### src/rtl/dmem_arb_pkg.sv
// Shared types and default constants for the data-memory arbiter.
// Struct field widths here follow the default memory geometry.
package dmem_arb_pkg;

  localparam int unsigned DmemAddrW       = 9;
  localparam int unsigned DmemDataW       = 32;
  localparam int unsigned DmemStarveLimit = 8;
  localparam int unsigned StarveCntW      = 8;

  typedef enum logic {
    PORT_CPU = 1'b0,
    PORT_AUX = 1'b1
  } port_id_e;

  typedef struct packed {
    logic                 we;
    logic [DmemAddrW-1:0] addr;
    logic [DmemDataW-1:0] wdata;
  } mem_req_t;

  typedef struct packed {
    logic     valid;
    port_id_e port;
  } rd_track_t;

  function automatic port_id_e onehot_to_port(input logic [1:0] grant);
    return (grant == 2'b10) ? PORT_AUX : PORT_CPU;
  endfunction

endpackage

### src/rtl/dmem_arb_picker.sv
// Combinational grant selection: a lone requester always wins; on a tie the
// preferred port (round-robin pointer or starvation flag) wins.
module dmem_arb_picker (
  input  logic [1:0] req_valid_i,
  input  logic       prefer_aux_i,
  output logic [1:0] grant_o
);

  always_comb begin
    grant_o = 2'b00;
    unique case (req_valid_i)
      2'b01:   grant_o = 2'b01;
      2'b10:   grant_o = 2'b10;
      2'b11:   grant_o = prefer_aux_i ? 2'b10 : 2'b01;
      default: grant_o = 2'b00;
    endcase
  end

endmodule

### src/rtl/dmem_arbiter.sv
// Two-port arbiter in front of the single-port data memory (registered read).
// Define DMEM_ARB_RR_EN for round-robin; default is fixed priority with starvation promotion.
module dmem_arbiter
  import dmem_arb_pkg::*;
#(
  parameter int unsigned ADDR_W       = DmemAddrW,
  parameter int unsigned DATA_W       = DmemDataW,
  parameter int unsigned STARVE_LIMIT = DmemStarveLimit
) (
  input  logic                clk_i,
  input  logic                rst_i,
  input  logic [1:0]          req_valid_i,
  output logic [1:0]          req_ready_o,
  input  logic [1:0]          req_we_i,
  input  logic [2*ADDR_W-1:0] req_addr_i,
  input  logic [2*DATA_W-1:0] req_wdata_i,
  output logic [1:0]          rsp_valid_o,
  output logic [DATA_W-1:0]   rsp_rdata_o,
  output logic                mem_wr_o,
  output logic                mem_rd_o,
  output logic [ADDR_W-1:0]   mem_addr_o,
  output logic [DATA_W-1:0]   mem_wdata_o,
  input  logic [DATA_W-1:0]   mem_rdata_i,
  output logic                arb_owner_o
);

  typedef struct packed {
    logic              we;
    logic [ADDR_W-1:0] addr;
    logic [DATA_W-1:0] wdata;
  } cmd_t;

  logic [1:0] valid_act;
  logic       prefer_aux;
  logic [1:0] grant;
  logic       accept;
  port_id_e   grant_port;
  cmd_t       sel_cmd;

  // Nothing is accepted while reset is asserted, so all outputs stay quiet.
  assign valid_act = rst_i ? 2'b00 : req_valid_i;

  dmem_arb_picker u_picker (
    .req_valid_i  (valid_act),
    .prefer_aux_i (prefer_aux),
    .grant_o      (grant)
  );

  assign accept      = |grant;
  assign grant_port  = onehot_to_port(grant);
  assign req_ready_o = grant;
  assign arb_owner_o = grant[1];

`ifdef DMEM_ARB_RR_EN
  logic rr_aux_q, rr_aux_d;

  // Pointer names the port favoured on the next tie; moves only on a grant.
  always_comb begin
    rr_aux_d = rr_aux_q;
    if (accept) begin
      rr_aux_d = (grant_port == PORT_CPU);
    end
  end

  always_ff @(posedge clk_i) begin
    if (rst_i) begin
      rr_aux_q <= 1'b0;
    end else begin
      rr_aux_q <= rr_aux_d;
    end
  end

  assign prefer_aux = rr_aux_q;
`else
  localparam logic [StarveCntW-1:0] StarveMax = StarveCntW'(STARVE_LIMIT);

  logic [StarveCntW-1:0] starve_q, starve_d;

  // Counts cycles port 1 waits; saturates so promotion persists until served.
  always_comb begin
    starve_d = starve_q;
    if (!valid_act[1] || grant[1]) begin
      starve_d = '0;
    end else if (starve_q < StarveMax) begin
      starve_d = starve_q + StarveCntW'(1);
    end
  end

  always_ff @(posedge clk_i) begin
    if (rst_i) begin
      starve_q <= '0;
    end else begin
      starve_q <= starve_d;
    end
  end

  assign prefer_aux = (starve_q >= StarveMax);
`endif

  always_comb begin
    sel_cmd = '{we: req_we_i[0], addr: req_addr_i[ADDR_W-1:0], wdata: req_wdata_i[DATA_W-1:0]};
    if (grant_port == PORT_AUX) begin
      sel_cmd = '{we:    req_we_i[1],
                  addr:  req_addr_i[2*ADDR_W-1:ADDR_W],
                  wdata: req_wdata_i[2*DATA_W-1:DATA_W]};
    end
  end

  logic              mem_wr_q, mem_wr_d;
  logic              mem_rd_q, mem_rd_d;
  logic [ADDR_W-1:0] mem_addr_q, mem_addr_d;
  logic [DATA_W-1:0] mem_wdata_q, mem_wdata_d;
  rd_track_t         trk0_q, trk0_d, trk1_q;

  always_comb begin
    mem_wr_d    = 1'b0;
    mem_rd_d    = 1'b0;
    mem_addr_d  = mem_addr_q;
    mem_wdata_d = mem_wdata_q;
    trk0_d      = '{valid: 1'b0, port: PORT_CPU};
    if (accept) begin
      mem_wr_d    = sel_cmd.we;
      mem_rd_d    = ~sel_cmd.we;
      mem_addr_d  = sel_cmd.addr;
      mem_wdata_d = sel_cmd.wdata;
      trk0_d      = '{valid: ~sel_cmd.we, port: grant_port};
    end
  end

  // trk0 lines up with mem_rd, trk1 with the returning mem_rdata.
  always_ff @(posedge clk_i) begin
    if (rst_i) begin
      mem_wr_q    <= 1'b0;
      mem_rd_q    <= 1'b0;
      mem_addr_q  <= '0;
      mem_wdata_q <= '0;
      trk0_q      <= '{valid: 1'b0, port: PORT_CPU};
      trk1_q      <= '{valid: 1'b0, port: PORT_CPU};
    end else begin
      mem_wr_q    <= mem_wr_d;
      mem_rd_q    <= mem_rd_d;
      mem_addr_q  <= mem_addr_d;
      mem_wdata_q <= mem_wdata_d;
      trk0_q      <= trk0_d;
      trk1_q      <= trk0_q;
    end
  end

  assign mem_wr_o    = mem_wr_q;
  assign mem_rd_o    = mem_rd_q;
  assign mem_addr_o  = mem_addr_q;
  assign mem_wdata_o = mem_wdata_q;

  always_comb begin
    rsp_valid_o = 2'b00;
    rsp_rdata_o = '0;
    if (trk1_q.valid) begin
      rsp_valid_o = (trk1_q.port == PORT_AUX) ? 2'b10 : 2'b01;
      rsp_rdata_o = mem_rdata_i;
    end
  end

endmodule

### config.mk
export PLATFORM = sky130hd
export DESIGN_NAME = dmem_arbiter
export DESIGN_NICKNAME = d
export VERILOG_FILES = /design/src/rtl/dmem_arb_pkg.sv /design/src/rtl/dmem_arb_picker.sv /design/src/rtl/dmem_arbiter.sv
export SDC_FILE = /design/constraint.sdc
export NUM_CORES = 1
export LEC_CHECK = 0
export BUFFER_PORTS_ARGS = -buffer_cell sky130_fd_sc_hd__buf_4
export CAP_MARGIN = 5
export CORE_ASPECT_RATIO = 1.75
export CORE_MARGIN = 3
export CORE_UTILIZATION = 43
export CTS_BUF_LIST = sky130_fd_sc_hd__clkbuf_16
export CTS_CLUSTER_SIZE = 28
export DETAILED_ROUTE_END_ITERATION = 8
export HOLD_SLACK_MARGIN = 0.1
export PLACE_DENSITY_LB_ADDON = 0.08
export SLEW_MARGIN = 20
export SYNTH_ARGS = -nofsm -noshare
export SYNTH_HDL_FRONTEND = slang
export SYNTH_SLANG_ARGS = --single-unit
### constraint.sdc
create_clock -name clk_i -period 2.2 [get_ports clk_i]
set_input_delay 0.22 -clock clk_i [delete_from_list [all_inputs] [get_ports clk_i]]
set_output_delay 0.22 -clock clk_i [all_outputs]
set_load 0.02 [all_outputs]
Word level (Yosys, flattened, before mapping)

Cells that the tools add are included.

Output and inout bits: 80
Bits of input ports: 120
Register bits after elaboration: 54

Reductions and logical operators: 5
Magnitude comparators: 2
Equality and inequality tests: 4
Muxes and demuxes: 8
Add/sub/neg operators: 1
Bitwise operators: 2

Operators by type and width:

| operator              | count |
|---|---|
| $mux W42              | 1 |
| $mux W32              | 1 |
| $add A8 B1 Y8 const B | 1 |
| $ge A8 B4 Y1 const B  | 1 |
| $lt A8 B4 Y1 const B  | 1 |
| $mux W2               | 4 |
| $eq A2 B2 Y1 const B  | 3 |
| $pmux W2 S3           | 1 |
| $reduce_or A2 Y1      | 3 |
| $eq A2 B1 Y1 const B  | 1 |
| $not A1 Y1            | 2 |
| $logic_not A1 Y1      | 1 |
| $logic_or A1 B1 Y1    | 1 |
| $mux W1               | 1 |

Depth between registers and ports, before layout

Word-level depth: 7
Mapped depth: 6
Gate-level depth less buffers: 4

By module

Synthesis repeated with hierarchy kept, for this count alone.

Cell total of the unflattened synthesis: 316
Area total of the unflattened synthesis: 2625.0 µm²

Modules (own cells, without submodules):

| module          | area each (µm²) | instances | cells each |
|---|---|---|---|
| dmem_arbiter    | 2606.2          | 1         | 313 |
| dmem_arb_picker | 18.8            | 1         | 3 |

Least setup slack after synthesis

No wires, ideal clock.

Path kind: reg-to-output
From: register starve_q[7]
To: output req_ready_o[1]
Data required time: 1.980 ns
Path slack: 0.407 ns
Buffers on the path: 2
Cell stages (with the launch flop): 6
Arrival: 1.573 ns
Path through: dfxtp_1 -> or4_4 -> buf_6 -> o21ai_1 -> inv_1 -> buf_4

Longest elaborated chain between the ends: 3

RTL lines:

| what                     | line                  | source |
|---|---|---|
| start: declaration       | dmem_arbiter.sv:77    | `logic [StarveCntW-1:0] starve_q, starve_d;` |
| start signal: assignment | dmem_arbiter.sv:93    | `starve_q <= starve_d;` |
| $ge A8 B4 Y1             | dmem_arbiter.sv:97    | `assign prefer_aux = (starve_q >= StarveMax);` |
| $mux W2                  | dmem_arb_picker.sv:14 | `2'b11: grant_o = prefer_aux_i ? 2'b10 : 2'b01;` |
| $pmux W2 S3              | dmem_arb_picker.sv:11 | `unique case (req_valid_i)` |
| end: declaration         | dmem_arbiter.sv:13    | `output logic [1:0] req_ready_o,` |

Every way passes these cells.

Worst setup path in the final report

Ends and elaborated chain as after synthesis.

==> summary.md <==
| Metric | Value |
|---|---|
| PD cells | roughly 540 nW/µm² |
| Top_reg_cell synth | dfxtp_1 |
| GPL Wtd Cong | 0.890 |
| Initial antenna violation count | 0 |
| Syn avg cell area | between 9 and 10 µm² |
| Slew Limit Headroom | 49.7% |
| CTS clk-pin slew, worst paths | 70 ps |
| Seq cells post-synth | 54 |
| Post-synth EDFFs | 0 |
| Register area share after synthesis | between 30 and 40% |
| Most instantiated library cell after synthesis | dfxtp_1 |
| Final nets | between 600 and 700 |
| Clock skew | between 4 and 5 ps |
| Ys async rst share | 0% |
| DR DRC count | 0 |
| I/O pin count | 200 |
| Final worst path period share | between 90 and 100% |
| First-pass GRT wire length | about 18 mm |
| Vias per cell | just under 6 |
| Status | finished clean |
| Crit path required time | just under 2000 ps |
| Critical path type | reg -> out |
| Initial core utilization | around 45% |
| Worst Max-Slew Pin Slew | about 750 ps |
| Largest net degree at the start of global routing | 35 |
| Synthesized area | roughly 3100 µm² |
| Die Wd | around 71 µm |
| Hold-fix buffers, CTS | 0 |
| CTS Root Cell | clkbuf_16 |
| Final setup vio count | 0 |
| Synth-to-Final Area Change | 52.6% |
| I/O Buffers | between 150 and 200 |
| TritonCTS clock tree | yes |
| Worst skew pair latency | 290 ps |
| Clk sinks | 54 |
| CP arrival | around 1800 ps |
| Overflow after GRT | 0 |
| Via count | about 3,500 |
| Yosys warns | 0 |
| Synth cell count leaders | dfxtp_1, a211oi_1, mux2i_1, nor4_1, a2111oi_1 |
| Cell Rows | 40 |
| Final Hold Fails | 0 |
| Routed len/inst | around 19 µm |
| Final Critical Period | approximately 2000 ps |
| CTS resizes | 0 |
| Synth unique cells | 30 |
| Synth area leaders | dfxtp_1, mux2i_1, a2111oi_1 |
| Sequential Area | approximately 1100 µm² |
| Hold Path Origin | req_we_i[0] |
| Die area | between 8000 and 9000 µm² |
| Nature of the critical path endpoint | output pin |
| Vias in the first global route | 3,441 |
| Yosys top cell area share | between 30% and 40% |
| R2r startpoint | starve_q[7]$_SDFFE_PP0N_ |
| Fill count | ~610 |
| Tightest Hold Check Type | in -> reg |
| DRT Pass-1 Iters | 4 |
| VDD IR max | between 0.0003 and 0.0004 V |
| Leakage | 2.13 nW |
| Post-Syn Instances | roughly 330 |
| Remaining antenna violation count | 0 |
| Total track usage | about a quarter |
| Cell taking the most area after synthesis | dfxtp_1 |
| H-tree levels | 2 |
| Postcts setup bufs | 0 |
| Bufs on Longest Clock Path | 2 |
| Layout cells sized above 1 | approximately 45% |
| Core box area | ~7000 µm² |
| Max Fclk | around 0.49 GHz |
| Footprint of the multi-input gates | around 1800 µm² |
| Post-DP HPWL | roughly 8.3 mm |
| Fin Setup TNS | 0 ps |
| Die Height | 119 µm |
| Fin. max-slew vios | 0 |
| Startpoint types | flip-flop |
| Hold slack | approximately 110 ps |
| Cts bufs inserted | 5 |
| Max-Cap Viols | 0 |
| RSZ-0062 raised after global routing | no |
| Drt total wl | between 10 and 15 mm |
| CP Max Fanout | 17 |
| Antenna fix cells | 0 |
| Worst Setup SP | starve_q[7]$_SDFFE_PP0N_ |
| DR iter-0 viols | approximately 280 |
==> critical path, stage by stage (launching register included) <==
cell and delay, ps:
dfxtp_1 340, or4_4 670, o21ai_2 240, inv_1 120, buf_4 170
==> power breakdown <==
group / switching [mW] / total (mW) / internal [mW]
logic: 0.365 / 0.724 / 0.359
registers: 0.0448 / 1.10 / 1.05
clock network: 0.340 / 0.752 / 0.412
==> layout by cell type, fill, tap and decap left out, drive strengths merged, types with 5 or more instances in the layout <==
| master | Yosys | final |
|---|---|---|
| mux2i | 41 | 41 |
| a211oi | 42 | 42 |
| inv | 7 | 8 |
| dfxtp | 54 | 54 |
| and2 | 33 | 33 |
| clkbuf | 23 | 5 |
| buf | 23 | 214 |
| nor4 | 42 | 42 |
| a2111oi | 41 | 41 |
| nor2b | 5 | 5 |
==> kinds of logic after synthesis <==
family	share of synthesized area, %
flops	34.4
compound gates	24.6
simple gates	18.3
buf+inv	8.51
other cells	0.119
fa+ha+maj	0.795
xor+xnor	0.278
mux	13.0
==> metal layers <==
layer,routed length [µm],up-vias,track usage [%]
li1,-,1658,-
met4,255,0,8.82
met1,4330,1650,31.4
met5,0,-,0
met3,756,17,4.14
met2,5800,146,44.1
==> final cells by class <==
type / instances / area share [%]
Tap cell: 84 / 2.19
Sequential cell: 54 / 22.5
Timing Repair Buffer: 214 / 33.7
Clock inverter: 3 / 0.261
Clock buffer: 5 / 2.61
Inverter: 7 / 0.547
Multi-Input combinational cell: 227 / 38.2
==> final timing paths <==
kind	end	slack (ps)	cells past startpoint
setup / recovery	req_ready_o[1]	160	4
hold / removal	trk0_q[1]$_SDFF_PP0_	110	2
setup reg to reg	mem_wdata_o[4]$_SDFFE_PP0P_	360	4
hold reg to reg	trk1_q[0]$_SDFF_PP0_	440	1
==> flip-flops by register name (all words and copies together), names as in the netlist <==
register	flops
mem_addr_o	9
mem_wdata_o	32
mem_wr_o	1
starve_q	8
trk0_q	2
trk1_q	2
==> through the flow <==
| stage | utilization (%) | std cells | power (mW) | instance area [µm²] | setup slack (ps) |
|---|---|---|---|---|---|
| 2_1_floorplan | - | 334 | 1.47 | 3160 | 407 |
| 3_3_place_gp | 66.5 | 586 | 1.83 | 4660 | 395 |
| 3_5_place_dp | 66.5 | 586 | 1.84 | 4660 | 355 |
| 4_1_cts | 68.5 | 594 | 2.59 | 4800 | 40.7 |
| 5_1_grt | 68.5 | 594 | 2.68 | 4800 | 67.8 |
| 6_report | 68.5 | 594 | 2.57 | 4800 | 155 |
(Power assumes the default switching activity.)
